### config.mk
export PLATFORM = sky130hd
export DESIGN_NAME = receive_data
export DESIGN_NICKNAME = d
export VERILOG_FILES = /design/src/rtl/receive_data.sv
export SDC_FILE = /design/constraint.sdc
export NUM_CORES = 1
export LEC_CHECK = 0
export ABC_AREA = 1
export CAP_MARGIN = 20
export CORE_MARGIN = 3
export CORE_UTILIZATION = 53
export DETAILED_ROUTE_END_ITERATION = 6
export PLACE_DENSITY = 0.79
export SLEW_MARGIN = 0
export SYNTH_ARGS = -nofsm -noshare
export SYNTH_HDL_FRONTEND = slang
export SYNTH_SLANG_ARGS = --single-unit
### constraint.sdc
create_clock -name uart_clk -period 1.66 [get_ports uart_clk]
set_input_delay 0.166 -clock uart_clk [delete_from_list [all_inputs] [get_ports uart_clk]]
set_output_delay 0.166 -clock uart_clk [all_outputs]
set_load 0.02 [all_outputs]
### src/rtl/receive_data.sv
// receive_data: parses SYNC_BYTE,TYPE,PAYLOAD[,CHECKSUM] byte frames into game-state / machine-target registers
// Optional feature: RX_CHECKSUM_EN adds a CHK byte (TYPE^PAYLOAD) after PAYLOAD.
// Ports:
//   uart_clk, rst_n            clock, asynchronous active-low reset
//   rx_data, rx_valid          received byte and its one-cycle strobe
//   GameStateData              last accepted game-state payload
//   MachineTargetData          last accepted machine-target payload
//   game_state_upd             pulse when GameStateData is written
//   machine_target_upd         pulse when MachineTargetData is written
//   frame_err, err_count       reject pulse and saturating reject count
//   recv_led, leds             toggle per accepted frame, last accepted payload
module receive_data #(
  parameter logic [15:0] TIMEOUT_CYCLES = 16'd50000,
  parameter logic [7:0]  SYNC_BYTE      = 8'hA5
) (
  input  logic       uart_clk,
  input  logic       rst_n,
  input  logic [7:0] rx_data,
  input  logic       rx_valid,
  output logic [7:0] GameStateData,
  output logic [7:0] MachineTargetData,
  output logic       game_state_upd,
  output logic       machine_target_upd,
  output logic       frame_err,
  output logic [7:0] err_count,
  output logic       recv_led,
  output logic [7:0] leds
);
`ifdef RX_CHECKSUM_EN
  typedef enum logic [1:0] {IDLE, TYPE, PAYLOAD, CHK} state_t;
  logic [7:0] pay_q;
`else
  typedef enum logic [1:0] {IDLE, TYPE, PAYLOAD} state_t;
`endif
  state_t      state_q;
  logic [7:0]  type_q;
  logic [15:0] cnt_q;
  logic        tmo, type_ok, done, rej;
  logic [7:0]  dval;
  always_comb begin
    // timeout fires on the cycle the counter would reach TIMEOUT_CYCLES; a byte in that cycle wins
    tmo     = !rx_valid && state_q != IDLE && cnt_q == TIMEOUT_CYCLES - 16'd1;
    type_ok = rx_data == 8'h01 || rx_data == 8'h02;
`ifdef RX_CHECKSUM_EN
    done    = rx_valid && state_q == CHK && rx_data == (type_q ^ pay_q);
    rej     = tmo || (rx_valid && ((state_q == TYPE && !type_ok) || (state_q == CHK && !done)));
    dval    = pay_q;
`else
    done    = rx_valid && state_q == PAYLOAD;
    rej     = tmo || (rx_valid && state_q == TYPE && !type_ok);
    dval    = rx_data;
`endif
  end
  always_ff @(posedge uart_clk or negedge rst_n) begin
    if (!rst_n) begin
      state_q            <= IDLE;
      type_q             <= 8'h00;
`ifdef RX_CHECKSUM_EN
      pay_q              <= 8'h00;
`endif
      cnt_q              <= 16'h0000;
      GameStateData      <= 8'h00;
      MachineTargetData  <= 8'h00;
      game_state_upd     <= 1'b0;
      machine_target_upd <= 1'b0;
      frame_err          <= 1'b0;
      err_count          <= 8'h00;
      recv_led           <= 1'b0;
      leds               <= 8'h00;
    end else begin
      game_state_upd     <= 1'b0;
      machine_target_upd <= 1'b0;
      frame_err          <= rej;
      cnt_q              <= (rx_valid || state_q == IDLE) ? 16'h0000 : cnt_q + 16'd1;
      if (rx_valid && state_q == TYPE) type_q <= rx_data;
`ifdef RX_CHECKSUM_EN
      if (rx_valid && state_q == PAYLOAD) pay_q <= rx_data;
`endif
      if (rej && err_count != 8'hFF) err_count <= err_count + 8'd1;
      if (done) begin
        leds     <= dval;
        recv_led <= ~recv_led;
        if (type_q == 8'h01) begin
          GameStateData  <= dval;
          game_state_upd <= 1'b1;
        end else begin
          MachineTargetData  <= dval;
          machine_target_upd <= 1'b1;
        end
      end
      if (rej || done) state_q <= IDLE;
      else if (rx_valid)
`ifdef RX_CHECKSUM_EN
        state_q <= state_q == IDLE ? (rx_data == SYNC_BYTE ? TYPE : IDLE) : state_q == TYPE ? PAYLOAD : CHK;
`else
        state_q <= state_q == IDLE ? (rx_data == SYNC_BYTE ? TYPE : IDLE) : PAYLOAD;
`endif
    end
  end
endmodule

---- Word level (Yosys, flattened, before mapping) ----
Cells that the tools add are included.
W data, S select, Z words.
operators by class
  reductions and logical operators ........ 17
  multiplexer cells ....................... 9
  bitwise operators ....................... 2
  $add $sub $neg .......................... 2
  eq/ne operators ......................... 8
operator list
  operator                 number
  $add A16 B1 Y16 const B  1
  $eq A16 B16 Y1 const B   1
  $eq A8 B1 Y1 const B     2
  $mux W16                 1
  $add A8 B1 Y8 const B    1
  $eq A8 B2 Y1 const B     1
  $eq A8 B8 Y1 const B     1
  $ne A8 B8 Y1 const B     1
  $logic_and A1 B1 Y1      6
  $mux W2                  3
  $mux W1                  5
  $logic_or A1 B1 Y1       4
  $reduce_and A2 Y1        2
  $reduce_bool A2 Y1       2
  $eq A2 B1 Y1 const B     1
  $eq A2 B2 Y1 const B     1
  $logic_not A1 Y1         2
  $logic_not A2 Y1         1
  $not A1 Y1               2
storage, ports and cells
  input port bits ......................... 11
  register bits after elaboration ......... 62
  logic and storage cells ................. 49

---- Depth between registers and ports, before layout ----
Gate-level depths: netlist (run 1).
  depth in word-level cells ............... 7
  gate-level depth with buffers ........... 9
  mapped depth without buffers ............ 9

---- Worst setup path after synthesis (run 1) ----
OpenSTA, ideal clock, no wires.
  path type ............................... register to register
  from .................................... register err_count[0]
  to ...................................... register err_count[6]
  stages on the path, launching flop included .. 8
  setup slack ............................. 200 ps
  period minus slack after synthesis ...... 1460 ps
  library setup time ...................... 65 ps
  data required time ...................... 1595 ps
  arrival ................................. 1394 ps
  cell sequence ........................... dfrtp_1 -> ha_1 -> nand2_1 -> nor2_1 -> nand3_2 -> nand2_4 -> nand2_1 -> nand2_1
between the ends
  word-level cells in the longest chain between the ends .. 2
RTL lines
  what                                                                   RTL line  RTL
  from (decl)                                                            25        output logic [7:0] err_count,
  from (signal assigned)                                                 79        if (rej && err_count != 8'hFF) err_count <= err_count + 8'd1;
  parallel branches: the longest is 2 deep, another holds $add A8 B1 Y8  -
Parallel ways; which one is timed is not known.
A chain may end at the register's enable or synchronous reset.

---- Worst setup path in the final report (run 1) ----
  from .................................... register err_count[7]
  to ...................................... output err_count[7]
No word-level cell between the ends.

==> reports/results.ini, run 1 <==
[status]
status=finished clean

[sta]
final.setup.tns_ps=0
tightest_slew_ps=330
rsz0062_at_grt=no
final.setup_skew_ps=4.63
hold_slack_ps=363
slew_violations=0
fmax_mhz=633
setup_viol=0
slew_headroom_pct=78.0
finalCritPeriodShare_pct=95.1
hold_viol_final=0
period_minus_slack_ps=1580

[die]
rows=26
fp.dieH_um=79.4
die_area_um2=6300
boundaryPins=47
start_util_pct=55.2
coreArea_um2=5170
die_w_um=79.4

[synth]
synth_cell_types=26
synth_area_leaders=dfrtp_1 54%, nand2_1 10%, nor2_1 6.0%
yosysTopAreaCell=dfrtp_1
synth_top_area_share_pct=54.3
syn-cell-area_um2=2860
syn_nets=334
synth.avg_cell_area_um2=8.89
ys_warn_count=0
seq_area_frac_synth_pct=54.3
synth_ff_type=dfrtp_1
async_reset_ff_share_pct=100
synth-seq-cells=62
synth_edf_count=0
syn-instance-count=321
synth_common_cells=78 x nand2_1, 62 x dfrtp_1, 46 x nor2_1, 25 x inv_1, 18 x nand3_1
synth.most_common_cell=nand2_1

[clocking]
clk_pin_slew_ps=70
postCtsSetupBuffers=0
numClockSinks=62
clock_latency_ps=340
cts_tree=done
cts_buffers=9
cts_buffer_depth=2
h-tree-depth=3
ctsRootBufferMaster=clkbuf_8

[place]
place_area_um2=3440
dp_hpwl_um=4290
gp_congestion=0.872
port_buffers=46

[global_route]
grt_max_degree=63
track_usage_pct=21.9
antenna_found_initial=0
overflow=0
grt_pass1_vias=2324
grt_pass1_wl_um=10600

[setup_path]
start_kind=register
end_kind=output pin
cp_max_fo=4
worstSetupPathType=reg2out
cp_slowest_cell=clkdlybuf4s50_1
critPathTopFamily=buffers and inverters
cp-startpoint=err_count[7]
critPathBufInv=1
reg2reg_from=cnt_q[0]
critical_path_cell_count=1
cp_data_arrival_time_ps=1410
r2r_slack_ps=190
setup.worst_path.end=err_count[7]
worstPathRequired_ps=1490
r2r_end=err_count[5]
critPathMaxStageDelay_ps=640
reg2regPathDepth=8
path_cells=clkdlybuf4s50_1

[drt]
wl_per_cell_um=13.6
ant_nets=0
drt_iter0_markers=138
wl_um=6250
routed_via_density=5.08
route.detailed.drc=0
num_vias=2327
first_pass_iters=4

[pwr]
switching_share_pct=29.4
power_frac_seq_pct=38.3
leakagePower_nw=1.75
powerDensity_nw_per_um2=1370
p_comb_share_pct=27.1
irDropWorstVdd_uv=919
clkPwrFrac_pct=34.7
p_sw_mw=1.52
p_int_mw=3.63

[layout]
area_delta_synth_final_pct=31.2
utilization_pct=72.4
fill_cells=395
drive_above_1_share_pct=15.5
final_area_um2=3740
final_nets=396
num_antenna_cells=0

[worst_hold_path]
holdCritPathClass=in2async

[flow_run]
max-cap-violations=0

-- final cells by class --
class / count / area [um2] / share of cell area (%)
flip-flops and latches: 62 / 1550 / 41.4
multi-input cells: 224 / 1170 / 31.4
repair buffers: 56 / 548 / 14.6
clock buffers: 10 / 138 / 3.68
clock inverters: 6 / 133 / 3.54
inverters: 30 / 113 / 3.01
well taps: 70 / 87.6 / 2.34
-- sequential cells by signal, summed over array words and instances, names as in the netlist --
signal,flops
MachineTargetData,8
state_q,2
game_state_upd,1
err_count,8
frame_err,1
type_q,8
machine_target_upd,1
leds,8
cnt_q,16
GameStateData,8
recv_led,1
-- routing by layer --
metal	track usage, %	wire (um)	vias up
li1	-	-	1147
met1	28.6	2870	1119
met2	34.8	3060	53
met3	7.00	256	8
met4	7.22	62	0
met5	0	0	-
-- metrics by stage --
step           cells  setup WS [ps]  power [mW]
2_1_floorplan    321            200        2.67
3_3_place_gp     441           99.9        3.35
3_5_place_dp     441           60.4        3.38
4_1_cts          458           64.5        5.18
5_1_grt          458           18.5        5.39
6_report         458           81.0        5.15
-- placed cells by master (no fill, tap or decap) --
cell             Yosys  routed
nand2_1             78      78
buf_12               0       1
xor2_1               9       9
clkinvlp_4           0       1
nand3_1             18      18
dfrtp_1             62      62
xnor2_1              2       2
nor3_2               2       1
inv_2                5       5
buf_4                1       8
bufinv_16            0       4
a21oi_1             14      14
nor2_2               4       5
clkinv_2             0       1
buf_2                2       1
o21ai_1             16      16
dlymetal6s2s_1       0       1
nor3_4               0       1
nand2_4              3       3
a21oi_2              1       1
nand4_1              2       2
ha_1                 2       2
nor3_1               5       5
clkdlybuf4s50_1      0      44
nor2_4               4       4
o21ai_0              4       4
nand3_4              0       2
nand3_2              4       2
nor2_1              46      45
inv_1               25      25
clkbuf_8             0      10
o21ai_2              7       7
nand2_2              2       2
nor2_8               1       1
dlygate4sd3_1        0       1
-- power by group through the flow --
stage | sequential [mW] | combinational (mW) | clock (mW)
2_1_floorplan | 2.29 | 0.383 | 0
6_report | 1.97 | 1.39 | 1.79
5_1_grt | 2.00 | 1.51 | 1.88
4_1_cts | 1.97 | 1.40 | 1.81
3_3_place_gp | 1.99 | 1.36 | 0
3_5_place_dp | 1.98 | 1.40 | 0
-- how the worst min path moves through the flow --
stage | cells past startpoint | start | to | slack (ps)
after CTS | 3 | rst_n | cnt_q[11] | 370
final | 3 | rst_n | cnt_q[11] | 360
after floorplan | 0 | rst_n | GameStateData[0] | -130
after global routing | 3 | rst_n | cnt_q[11] | 370
after detailed placement | 2 | rst_n | cnt_q[11] | 200
after global placement | 2 | rst_n | cnt_q[11] | 200
-- logic make-up after synthesis --
| family | Yosys count | synth area share [%] |
|---|---|---|
| DFF | 62 | 54.3 |
| adders and majority gates | 2 | 0.876 |
| AOI/OAI and AO/OA | 42 | 8.41 |
| and+or+nand+nor | 169 | 27.7 |
| buffers and inverters | 35 | 5.35 |
| xor gates and xnor gates | 11 | 3.37 |
-- what timing repair did --
item | in CTS | in global routing
hold buffers | 1 | 0
hold endpoints to repair | 62 | 0
endpoints found under the setup margin | 0 | 11
gates resized for setup | 0 | 5
(Power assumes the default switching activity.)
==> run 2, diff against run 1 <==
CORE_MARGIN = 5   (was 3)
CORE_UTILIZATION = 50   (was 53)
PLACE_DENSITY = 0.76   (was 0.79)
==> run 2 against run 1 <==
  * Count of clock-buffer cells in the layout up 3
  * Cell area fell by 2.6%
  * Routed wire length is 0.93% higher
  * Via count fell by 1.8%
  * Non-clock buffer count did not move
  * Clock skew barely moved
  * Clock power is 35% lower
  * Hold slack improved by 18 ps
  * Sequential power hardly changed
  * Critical path depth is the same
  * Die area increased by 16%
  * Critical endpoint unchanged
==> reports/results.ini, run 2 (same netlist as run 1, synthesis figures left out) <==
[layout]
layout_commonest_cell=nand2_1
regArea_um2=1550  ; unchanged
drive_above_1_share_pct=14.9  ; -0.52 points
num_antenna_cells=0  ; unchanged
regMostFlops=cnt_q
final_area_um2=3650  ; -2.6%
largest_reg_flops=16  ; unchanged
final_nets=396  ; unchanged
layout.cells.non_filler=460  ; +0.44%
multi_input_area_um2=1170  ; -0.53%
area_delta_synth_final_pct=27.8
fill_cells=452  ; +14%
final_cell_mix=78 x nand2_1, 62 x dfrtp_1, 45 x nor2_1

[global_route]
grt_max_degree=63  ; unchanged
grt_pass1_wl_um=10800  ; +2.3%
track_usage_pct=18.8  ; -3.1 points
antenna_found_initial=0  ; unchanged
overflow=0  ; unchanged
grt_pass1_vias=2306  ; -0.77%

[drt]
wl_um=6310  ; +0.93%
ant_nets=0  ; unchanged
wl_per_cell_um=13.7  ; +0.49%
num_vias=2286  ; -1.8%
routed_via_density=4.97  ; -2.2%
route.detailed.drc=0  ; unchanged
first_pass_iters=4  ; unchanged
drt_iter0_markers=116  ; -16%

[pwr]
p_comb_share_pct=31.0  ; +3.9 points
powerDensity_nw_per_um2=1250  ; -9.4%
total_power_mw=4.54  ; -12%
switching_share_pct=32.5  ; +3.1 points
power_frac_seq_pct=43.2  ; +4.9 points
p_sw_mw=1.48  ; -2.6%
irDropWorstVdd_uv=946  ; +3.0%
p_int_mw=3.07  ; -16%
clkPwrFrac_pct=25.8  ; -8.9 points
leakagePower_nw=1.69  ; -3.2%

[sta]
fmax_mhz=625  ; -1.3%
period_minus_slack_ps=1600  ; +21.3 ps
slew_violations=0  ; unchanged
setup_viol=0  ; unchanged
final.setup_skew_ps=4.84  ; +0.216 ps
final.setup.tns_ps=0  ; unchanged
finalCritPeriodShare_pct=96.4  ; +1.3 points
rsz0062_at_grt=no
tightest_slew_ps=326  ; -3.59 ps
hold_viol_final=0  ; unchanged
worst_slack_ps=59.7  ; -21.3 ps
slew_headroom_pct=78.3  ; +0.24 points

[die]
die_area_um2=7320  ; +16%
rows=27  ; +3.8%
coreArea_um2=5540  ; +7.1%
die_w_um=85.6  ; +7.8%
boundaryPins=47  ; unchanged
fp.dieH_um=85.6  ; +7.8%
start_util_pct=51.5  ; -3.7 points

[place]
gp_congestion=0.799  ; -8.3%
dp_hpwl_um=4430  ; +3.2%
port_buffers=46  ; unchanged
dp.cells=443  ; +0.45%
place_area_um2=3440  ; about the same
place_ws_ps=78.6  ; +18.2 ps

[clocking]
clock_latency_ps=330  ; about the same
numClockSinks=62  ; unchanged
ctsRootBufferMaster=clkbuf_8
clk_pin_slew_ps=60  ; about the same
postCtsSetupBuffers=0  ; unchanged
h-tree-depth=3  ; unchanged
cts_tree=done
cts_buffer_depth=2  ; unchanged
cts_buffers=9  ; unchanged

[status]
status=finished clean

[setup_path]
critPathBufInv=1  ; unchanged
critPathMaxStageDelay_ps=650  ; about the same
cp-startpoint=err_count[7]
cp_max_fo=4  ; unchanged
cp_data_arrival_time_ps=1430  ; +20 ps
reg2reg_from=cnt_q[0]
start_kind=register
end_kind=output pin
worstSetupPathType=reg2out
worstPathRequired_ps=1490  ; about the same
path_cells=clkdlybuf4s50_1
critPathTopFamily=buffers and inverters
cp_slowest_cell=clkdlybuf4s50_1

[flow_run]
max-cap-violations=0  ; unchanged

[worst_hold_path]
holdCritPathClass=in2async

## run 2: layout make-up
type                            instances  share of cell area [%]
Timing Repair Buffer                   56                    15.0
Inverter                               30                    3.09
Clock buffer                           13                    4.36
Multi-Input combinational cell        224                    32.0
Sequential cell                        62                    42.5
Clock inverter                          3                   0.514
Tap cell                               72                    2.47
## run 2: repair_timing
action	4_1_cts	5_1_grt
resized for setup	0	4
hold buffers	1	0
hold endpoints to repair	62	0
endpoints found under the setup margin	0	9
## run 2: power groups by stage
stage | Combinational [mW] | Sequential, mW | Clock [mW]
4_1_cts | 1.42 | 1.96 | 1.21
5_1_grt | 1.53 | 2.00 | 1.28
3_5_place_dp | 1.41 | 1.98 | 0
6_report | 1.41 | 1.96 | 1.17
2_1_floorplan | 0.383 | 2.29 | 0
3_3_place_gp | 1.38 | 1.99 | 0
## run 2: path summary, 6_finish.rpt
kind	end	depth (start not counted)	slack [ps]
setup reg to reg	err_count[0]	8	180
setup / recovery	err_count[7]	1	60
hold / removal	cnt_q[9]	3	380
max in group asynchronous	type_q[7]	3	1020
min in group uart_clk	recv_led	1	480
hold reg to reg	recv_led	1	480
## run 2: per-stage QoR
| stage | hold WS [ps] | utilization, % |
|---|---|---|
| floorplan | -130 | - |
| global placement | 201 | 62.1 |
| detailed placement | 200 | 62.1 |
| CTS | 386 | 65.5 |
| global route | 401 | 65.9 |
| finish | 381 | 65.9 |
## run 2: per-layer routing
layer	global-route usage, %	vias up	wire (um)	share of wire (%)
met3	5.38	12	352	5.6
met2	28.9	56	2970	47
met5	0	-	0	0
met4	8.49	0	144	2.3
li1	-	1149	-	-
met1	24.8	1069	2840	45
==> run 3, diff against run 2 <==
GPL_ROUTABILITY_DRIVEN = 0   (was not set)
clock period = 1.6 ns   (was 1.66 ns; I/O delays follow)
==> run 3 against run 2 <==
  * Non-clock buffer count is 2 higher
  * Core utilization is 1.4 points higher
  * Critical path type unchanged
  * Sequential share of layout area is 0.90 points lower
  * Total power is 11% higher
  * Global-route usage is 0.50 points higher
  * Largest cell class unchanged
  * Via count stayed put
  * Worst setup slack better by 10 ps
  * Hold slack worse by 23 ps
  * Critical path depth stayed put
==> reports/results.ini, run 3 (same netlist as run 1, synthesis figures left out) <==
[status]
status=finished clean

[place]
dp_hpwl_um=4630  ; +4.6%
place_ws_ps=71.4  ; -7.25 ps
port_buffers=46  ; unchanged

[clocking]
cts_buffer_depth=2  ; unchanged
cts_tree=done
cts_buffers=9  ; unchanged
clk_pin_slew_ps=70  ; about the same
numClockSinks=62  ; unchanged
ctsRootBufferMaster=clkbuf_8
clock_latency_ps=340  ; about the same
h-tree-depth=3  ; unchanged

[drt]
wl_um=6440  ; +2.1%
drt_iter0_markers=115  ; -0.86%
route.detailed.drc=0  ; unchanged
wl_per_cell_um=13.9  ; +1.7%
ant_nets=0  ; unchanged
routed_via_density=4.95  ; -0.43%
num_vias=2286  ; unchanged
first_pass_iters=5  ; +1

[flow_run]
max-cap-violations=0  ; unchanged

[sta]
final.setup.tns_ps=0  ; unchanged
final.setup_skew_ps=9.55  ; +4.71 ps
setup_viol=0  ; unchanged
hold_viol_final=0  ; unchanged
slew_headroom_pct=78.2  ; -0.090 points
rsz0062_at_grt=no
finalCritPeriodShare_pct=95.6
period_minus_slack_ps=1530
fmax_mhz=654
slew_violations=0  ; unchanged
tightest_slew_ps=328  ; +1.35 ps
worst_slack_ps=70.0  ; +10.3 ps

[pwr]
p_comb_share_pct=29.0  ; -2.0 points
irDropWorstVdd_uv=1160  ; +23%
switching_share_pct=31.3  ; -1.2 points
leakagePower_nw=1.84  ; +8.4%
powerDensity_nw_per_um2=1350  ; +8.3%
p_sw_mw=1.57  ; +6.4%
clkPwrFrac_pct=30.4  ; +4.6 points
power_frac_seq_pct=40.6  ; -2.6 points
p_int_mw=3.45  ; +13%

[layout]
largest_reg_flops=16  ; unchanged
final_cell_mix=78 x nand2_1, 62 x dfrtp_1, 44 x nor2_1
regMostFlops=cnt_q
area_delta_synth_final_pct=30.5
drive_above_1_share_pct=16.7  ; +1.7 points
num_antenna_cells=0  ; unchanged
final_nets=398  ; +0.51%
layout_commonest_cell=nand2_1

[die]
fp.dieH_um=85.6  ; unchanged
rows=27  ; unchanged
start_util_pct=51.5  ; unchanged
coreArea_um2=5540  ; unchanged
die_area_um2=7320  ; unchanged
die_w_um=85.6  ; unchanged
boundaryPins=47  ; unchanged

[setup_path]
path_cells=clkdlybuf4s50_1
cp_slowest_cell=clkdlybuf4s50_1
critical_path_cell_count=1  ; unchanged
worstPathRequired_ps=1440  ; -50 ps
start_kind=register
r2r_slack_ps=130  ; -50 ps
cp_data_arrival_time_ps=1370  ; -60 ps
critPathMaxStageDelay_ps=630  ; -20 ps
cp_max_fo=4  ; unchanged
critPathTopFamily=buffers and inverters
end_kind=output pin
critPathBufInv=1  ; unchanged
worstSetupPathType=reg2out
reg2regPathDepth=8  ; unchanged

[global_route]
grt_max_degree=63  ; unchanged
grt_pass1_vias=2353  ; +2.0%
track_usage_pct=19.3  ; +0.50 points
grt_pass1_wl_um=11200  ; +3.8%
overflow=0  ; unchanged
antenna_found_initial=0  ; unchanged

[worst_hold_path]
holdCritPathClass=in2async

-- run 3: cell types whose count changed in the layout (fill, tap and decap cells not counted), sizes merged --
cell           change
buf                +2
clkdlybuf4s50      -6
dlymetal6s2s       +5
dlygate4sd2        +1
inv                +1
bufinv             +2
clkbuf             -3
-- run 3: worst paths after layout --
kind	startpoint	endpoint
worst max register to register	cnt_q[0]	cnt_q[14]
worst min-delay path	rst_n	cnt_q[9]
min in group uart_clk	GameStateData[7]	GameStateData[7]
worst min register to register	GameStateData[7]	GameStateData[7]
max in group asynchronous	rst_n	cnt_q[13]
worst max-delay path	err_count[1]	err_count[1]
-- run 3: power by group through the flow --
stage | registers [mW] | clock network [mW] | logic (mW)
5_1_grt | 2.08 | 1.62 | 1.58
3_3_place_gp | 2.06 | 0 | 1.44
6_report | 2.04 | 1.53 | 1.46
3_5_place_dp | 2.05 | 0 | 1.47
4_1_cts | 2.04 | 1.56 | 1.48
2_1_floorplan | 2.37 | 0 | 0.397
-- run 3: final cells by class --
class	instances	area (um2)
Clock buffer	10	138
Timing Repair Buffer	58	574
Multi-Input combinational cell	224	1180
Fill cell	444	1810
Tap cell	72	90.1
Clock inverter	6	83.8
Sequential cell	62	1550
Inverter	30	113
-- run 3: per-stage QoR --
step	util [%]	power, mW	area, um2	std cells	hold slack [ps]
final	67.3	5.03	3730	462	358
after global routing	67.3	5.28	3730	462	391
after CTS	66.5	5.08	3690	462	371
after detailed placement	62.4	3.52	3460	445	193
after global placement	62.4	3.50	3460	445	192
after floorplan	-	2.77	2860	321	-136
-- run 3: per-layer routing --
| layer | vias to the layer above | track usage (%) | part of all wire (%) |
|---|---|---|---|
| li1 | 1154 | - | - |
| met3 | 13 | 4.80 | 3.9 |
| met4 | 0 | 8.20 | 1.9 |
| met1 | 1083 | 25.6 | 46 |
| met2 | 36 | 30.2 | 49 |
| met5 | - | 0 | 0 |
-- run 3: repair_timing --
item / 4_1_cts / 5_1_grt
endpoints found under the hold margin: 62 / 0
gates resized for setup: 1 / 12
hold buffers: 1 / 0
endpoints found under the setup margin: 1 / 16
buffers inserted: 0 / 0
